File: src/rtl/cpu_sequencer_if.sv
// Control/status bundle between the CPU sequencer and the rest of the
// single-datapath CPU (decoder, instruction register, register file, dmem).
interface cpu_sequencer_if #(
  parameter int PC_WIDTH = 9
);
  // Inputs to the sequencer
  logic                run;
  logic [5:0]          opcode;
  logic                rfWriteEnDec;
  logic                dmemResultSel;
  logic                dmemWriteDec;
  logic                branch;
  logic [PC_WIDTH-1:0] pcDest;

  // Outputs from the sequencer
  logic [PC_WIDTH-1:0] pc;
  logic                irLoad;
  logic                rfWriteEn;
  logic                dmemWriteEn;
  logic [2:0]          phase;
  logic                halted;
  logic [15:0]         retired;

  // Sequencer side: owns pc, strobes and status.
  modport master (
    input  run, opcode, rfWriteEnDec, dmemResultSel, dmemWriteDec, branch, pcDest,
    output pc, irLoad, rfWriteEn, dmemWriteEn, phase, halted, retired
  );

  // Datapath/decoder side: supplies decode levels, consumes strobes.
  modport slave (
    output run, opcode, rfWriteEnDec, dmemResultSel, dmemWriteDec, branch, pcDest,
    input  pc, irLoad, rfWriteEn, dmemWriteEn, phase, halted, retired
  );
endinterface

File: src/rtl/cpu_sequencer.sv
// Multi-cycle control FSM for the single-datapath CPU. Steps one instruction
// at a time through FETCH/DECODE/EXECUTE/MEMORY/WRITEBACK, owns the program
// counter and retired-instruction counter, and turns the decoder's level
// controls into one-cycle commit strobes.
module cpu_sequencer #(
  parameter int         PC_WIDTH = 9,
  parameter int         MEM_WAIT = 1,
  parameter logic [5:0] HALT_OP  = 6'b111111
) (
  input logic             clk,
  input logic             rst,
  cpu_sequencer_if.master bus
);

  typedef enum logic [2:0] {
    st_idle      = 3'd0,
    st_fetch     = 3'd1,
    st_decode    = 3'd2,
    st_execute   = 3'd3,
    st_memory    = 3'd4,
    st_writeback = 3'd5,
    st_halt      = 3'd6
  } state_e;

  localparam logic [2:0] WAIT_INIT = 3'(MEM_WAIT);

  state_e              state_q, state_d;
  logic [PC_WIDTH-1:0] pc_q, pc_d;
  logic [15:0]         retired_q, retired_d;
  logic [2:0]          wait_q, wait_d;
  logic                complete;

  // State register: synchronous reset has priority over every transition.
  always_ff @(posedge clk) begin
    // NOTE: sequential state uses non-blocking assignments so every register
    // samples the pre-edge values, independent of statement order.
    if (rst) begin
      state_q   <= st_idle;
      pc_q      <= '0;
      retired_q <= '0;
      wait_q    <= '0;
    end else begin
      state_q   <= state_d;
      pc_q      <= pc_d;
      retired_q <= retired_d;
      wait_q    <= wait_d;
    end
  end

  // Next-state, pc update and instruction-completion logic.
  always_comb begin
    // NOTE: every signal gets a hold/default value first so no path through
    // the case statement leaves one unassigned (which would infer a latch).
    state_d   = state_q;
    pc_d      = pc_q;
    retired_d = retired_q;
    wait_d    = wait_q;
    complete  = 1'b0;

    unique case (state_q)
      st_idle: begin
        if (bus.run) state_d = st_fetch;
      end
      st_fetch: begin
        state_d = st_decode;
      end
      st_decode: begin
        state_d = (bus.opcode == HALT_OP) ? st_halt : st_execute;
      end
      st_execute: begin
        // Branch beats memory, memory beats writeback.
        if (bus.branch) begin
          pc_d     = bus.pcDest;
          complete = 1'b1;
        end else if (bus.dmemResultSel || bus.dmemWriteDec) begin
          state_d = st_memory;
          wait_d  = WAIT_INIT;
        end else if (bus.rfWriteEnDec) begin
          state_d = st_writeback;
        end else begin
          pc_d     = pc_q + PC_WIDTH'(1);
          complete = 1'b1;
        end
      end
      st_memory: begin
        if (wait_q != 3'd0) begin
          wait_d = wait_q - 3'd1;
        end else if (bus.dmemResultSel) begin
          state_d = st_writeback;
        end else begin
          pc_d     = pc_q + PC_WIDTH'(1);
          complete = 1'b1;
        end
      end
      st_writeback: begin
        pc_d     = pc_q + PC_WIDTH'(1);
        complete = 1'b1;
      end
      st_halt: begin
        state_d = st_halt;
      end
      default: begin
        state_d = st_idle;
      end
    endcase

    // Instruction boundary: count it and decide whether to keep running.
    if (complete) begin
      if (retired_q != 16'hFFFF) retired_d = retired_q + 16'd1;
      state_d = bus.run ? st_fetch : st_idle;
    end
  end

  // Moore strobes decoded from the state register.
  assign bus.pc          = pc_q;
  assign bus.retired     = retired_q;
  assign bus.phase       = state_q;
  assign bus.irLoad      = (state_q == st_fetch);
  assign bus.rfWriteEn   = (state_q == st_writeback);
  assign bus.halted      = (state_q == st_halt);
  // The counter still equals its load value only on the first MEMORY cycle.
  assign bus.dmemWriteEn = (state_q == st_memory) && (wait_q == WAIT_INIT) && bus.dmemWriteDec;

endmodule

File: src/flat_wrapper.sv
// flat-port wrapper written by rule: the top's interface ports become plain ports
module cpu_sequencer_flat 
#(
  parameter int         PC_WIDTH = 9,
  parameter int         MEM_WAIT = 1,
  parameter logic [5:0] HALT_OP  = 6'b111111
)
  (clk, rst, bus_run, bus_opcode, bus_rfWriteEnDec, bus_dmemResultSel, bus_dmemWriteDec, bus_branch, bus_pcDest, bus_pc, bus_irLoad, bus_rfWriteEn, bus_dmemWriteEn, bus_phase, bus_halted, bus_retired);
  cpu_sequencer_if #(.PC_WIDTH(PC_WIDTH)) bus_i ();
  input logic clk;
  input logic rst;
  input wire logic [$bits(bus_i.run)-1:0] bus_run;
  input wire logic [$bits(bus_i.opcode)-1:0] bus_opcode;
  input wire logic [$bits(bus_i.rfWriteEnDec)-1:0] bus_rfWriteEnDec;
  input wire logic [$bits(bus_i.dmemResultSel)-1:0] bus_dmemResultSel;
  input wire logic [$bits(bus_i.dmemWriteDec)-1:0] bus_dmemWriteDec;
  input wire logic [$bits(bus_i.branch)-1:0] bus_branch;
  input wire logic [$bits(bus_i.pcDest)-1:0] bus_pcDest;
  output wire logic [$bits(bus_i.pc)-1:0] bus_pc;
  output wire logic [$bits(bus_i.irLoad)-1:0] bus_irLoad;
  output wire logic [$bits(bus_i.rfWriteEn)-1:0] bus_rfWriteEn;
  output wire logic [$bits(bus_i.dmemWriteEn)-1:0] bus_dmemWriteEn;
  output wire logic [$bits(bus_i.phase)-1:0] bus_phase;
  output wire logic [$bits(bus_i.halted)-1:0] bus_halted;
  output wire logic [$bits(bus_i.retired)-1:0] bus_retired;
  assign bus_i.run = bus_run;
  assign bus_i.opcode = bus_opcode;
  assign bus_i.rfWriteEnDec = bus_rfWriteEnDec;
  assign bus_i.dmemResultSel = bus_dmemResultSel;
  assign bus_i.dmemWriteDec = bus_dmemWriteDec;
  assign bus_i.branch = bus_branch;
  assign bus_i.pcDest = bus_pcDest;
  assign bus_pc = bus_i.pc;
  assign bus_irLoad = bus_i.irLoad;
  assign bus_rfWriteEn = bus_i.rfWriteEn;
  assign bus_dmemWriteEn = bus_i.dmemWriteEn;
  assign bus_phase = bus_i.phase;
  assign bus_halted = bus_i.halted;
  assign bus_retired = bus_i.retired;
  cpu_sequencer #(.PC_WIDTH(PC_WIDTH), .MEM_WAIT(MEM_WAIT), .HALT_OP(HALT_OP)) u_core (.clk(clk), .rst(rst), .bus(bus_i));
endmodule
File: config.mk
export PLATFORM = sky130hd
export DESIGN_NAME = cpu_sequencer_flat
export DESIGN_NICKNAME = d
export VERILOG_FILES = /design/src/rtl/cpu_sequencer_if.sv /design/src/rtl/cpu_sequencer.sv /design/src/flat_wrapper.sv
export SDC_FILE = /design/constraint.sdc
export NUM_CORES = 1
export LEC_CHECK = 0
export CAP_MARGIN = 20
export CORE_ASPECT_RATIO = 1.1
export CORE_MARGIN = 2
export CORE_UTILIZATION = 51
export CTS_CLUSTER_DIAMETER = 150
export DETAILED_ROUTE_END_ITERATION = 10
export GPL_ROUTABILITY_DRIVEN = 0
export PLACE_DENSITY = 0.86
export SETUP_SLACK_MARGIN = 0.05
export SYNTH_ARGS = -nofsm -noshare
export SYNTH_HDL_FRONTEND = slang
export SYNTH_SLANG_ARGS = --single-unit
export TNS_END_PERCENT = 30
File: constraint.sdc
create_clock -name clk -period 3.3 [get_ports clk]
set_clock_uncertainty 0.1 [all_clocks]
set_input_delay 0.495 -clock clk [delete_from_list [all_inputs] [get_ports clk]]
set_output_delay 0.495 -clock clk [all_outputs]
set_load 0.05 [all_outputs]
==> summary.md <==
| Metric | Value |
|---|---|
| Clock Latency Late Sink | `0.34 ns` |
| Req. time, crit path | `2.70 ns` |
| Site Rows | `22` |
| Fmax | `361 MHz` |
| Diode count | `0` |
| Vias in the first global route | `1821` |
| CTS H-tree depth | `2` |
| Syn. warnings | `0` |
| # Post-CTS Setup Buffers | `0` |
| Final WL | `4.67 mm` |
| Fin cells | `337` |
| Worst Path Arrival | `2.18 ns` |
| Via count | `1974` |
| Final Cell Area | `2480 um^2` |
| Synth cell types | `48` |
| Average footprint of a synthesized cell | `7.77 um^2` |
| Hold_sp | `u_core.wait_q[1]` |
| Synth top cells by count | `dfxtp_1 (31), nand2_1 (23), nor2_1 (22)` |
| Outcome | `finished, final reports clean` |
| Cell Area, Placed | `2390 um^2` |
| Number of I/O pins | `54` |
| Pleak | `0.872 nW` |
| Mapped Cells | `237` |
| Asr flop ratio synth | `0%` |
| Die extent in x | `61.3 um` |
| Die Span Y | `67.0 um` |
| Syn nets | `264` |
| CP startpoint kind | `register` |
| Top-count cell post-synth | `dfxtp_1` |
| DP Wirelength | `3.36 mm` |
| Top_reg_cell synth | `dfxtp_1` |
| Peak VDD IR | `0.428 mV` |
| # DRC | `0` |
| Util after Layout | `73.3%` |
| Clk root buf | `clkbuf_4` |
| First-pass GRT wire length | `7.94 mm` |
| Detail-routed via count per cell | `5.86` |
| Power per cell area | `572 nW/um^2` |
| CP startpoint | `u_core.bus.phase[2]` |
| Pre-antenna DRT Iters | `4` |
| Cell Area, Synth | `1840 um^2` |
| Period utilization | `84.1%` |
| Core region area | `3390 um^2` |
| Detail Route Antenna Nets | `0` |
| Clock-pin transition on the worst setup and hold timing paths | `0.10 ns` |
| Slew @ Worst Pin | `0.554 ns` |
| Max_slew headroom | `63.1%` |
| DIE AREA | `4110 um^2` |
| Sequential-to-total area share from yosys stat | `33.7%` |
| GRT Util Overall | `25.7%` |
| CP Max Fanout | `14` |
| Clock sink count | `31` |
| Final-report setup violation count | `0` |
| Nets | `315` |
| Starting density of the core | `54.4%` |
| CTS tree | `built` |
| RSZ-0062 raised after global routing | `false` |
| Port Buf Inserts | `53` |
| Initial antenna violation count | `0` |
| TritonCTS Buffers | `5` |
| Final setup TNS | `0 ns` |
| Worst R2R Start | `u_core.bus.phase[2]` |
| Placed Cells | `329` |
| Worst min-delay path category | `register to register` |
| Layout Area Growth over Synthesis | `34.8%` |
| Max_cap viols | `0` |
| Starting DRT DRC Count | `109` |
| Final min period | `2.77 ns` |
| Clock tree buffer depth | `2` |
| Post-synth top area cell | `dfxtp_1` |
| Kind of end point of the critical path | `primary output` |
| Layout cells sized above 1 | `6.57%` |
| Top cell type's share of synthesized area | `33.7%` |
| Hold Buf Count CTS | `0` |
| Post_cts resized | `0` |
| Pins over their slew limit | `0` |
| Grt ovf | `0` |
| WL per Instance | `13.9 um` |
| EDFF count, synth | `0` |
| CP Class | `register to primary output` |
| Top post-synthesis cells by area | `dfxtp_1 (34%), a21oi_1 (5.4%), nand2_1 (4.7%)` |
| Final Hold Fails | `0` |
| Largest net degree at the start of global routing | `33` |
| Seq cells post-synth | `31` |
==> worst paths after layout <==
check / end / cells past startpoint / slack, ns
min: u_core.wait_q[1] / 2 / 0.41
max reg2reg: u_core.bus.retired[15] / 5 / 0.91
max: bus_dmemWriteEn / 3 / 0.53
min reg2reg: u_core.wait_q[1] / 2 / 0.41
==> cells by family after synthesis <==
group	Yosys count	synth area share (%)
buffers and inverters	23	5.44
XOR/XNOR	1	0.476
AND/OR/NAND/NOR	109	31.3
adder cells (fa/ha/maj)	5	3.40
multiplexers	4	2.45
flip-flops	31	33.7
AO/OA/AOI/OAI	64	23.2
==> metal layers <==
layer	routed length [um]	vias to the layer above	global-route usage [%]
li1	-	995	-
met5	0	-	0
met3	289	6	8.35
met1	2060	908	29.8
met2	2260	65	43.4
met4	59	0	8.70
==> placed cells by master (no fill, tap or decap), types with 3 or more instances in the layout <==
| cell type | n |
|---|---|
| nor2_1 | 22 |
| dfxtp_1 | 31 |
| nand3_1 | 9 |
| o32ai_1 | 3 |
| ha_1 | 5 |
| nand3b_1 | 3 |
| clkdlybuf4s50_1 | 53 |
| nand2b_1 | 3 |
| buf_4 | 3 |
| or4_1 | 3 |
| a31oi_1 | 4 |
| clkbuf_4 | 5 |
| or3_1 | 6 |
| a311oi_1 | 4 |
| o31ai_1 | 3 |
| nor3_1 | 4 |
| nor4_1 | 6 |
| nand4_1 | 8 |
| inv_1 | 10 |
| o21ai_0 | 10 |
| nor2b_1 | 4 |
| nand2_1 | 23 |
| a21oi_1 | 20 |
| and3_1 | 10 |
| mux2_2 | 4 |
==> power by group <==
part / internal, mW / switching (mW) / total [mW]
Combinational: 0.222 / 0.385 / 0.607
Sequential: 0.417 / 0.0753 / 0.492
Clock: 0.179 / 0.140 / 0.319
Total: 0.817 / 0.601 / 1.42
==> metrics by stage <==
stage,total power [mW],hold WS [ns],worst slack (ns)
CTS,1.42,0.412,0.526
finish,1.42,0.415,0.526
floorplan,0.915,0.365,0.189
detailed placement,1.10,0.384,0.518
global placement,1.09,0.379,0.562
global route,1.51,0.437,0.401
==> state kept, by name, indices dropped and copies added (netlist names) <==
signal / cells
u_core.bus.pc: 9
u_core.wait_q: 3
u_core.bus.phase: 3
u_core.bus.retired: 16
==> critical path: stages, from the launching register on <==
cell             delay, ns
dfxtp_1               0.59
inv_1                 0.13
nor4_1                0.28
clkdlybuf4s50_1       0.84
==> layout make-up <==
cell class                      instances  area, um^2
Multi-Input combinational cell        183        1120
Fill cell                             306         905
Sequential cell                        31         621
Timing Repair Buffer                   56         553
Tap cell                               48        60.1
Clock buffer                            6        51.3
Inverter                               11        41.3
Clock inverter                          2        35.0
Note: power is estimated with default switching activity, not from simulation.
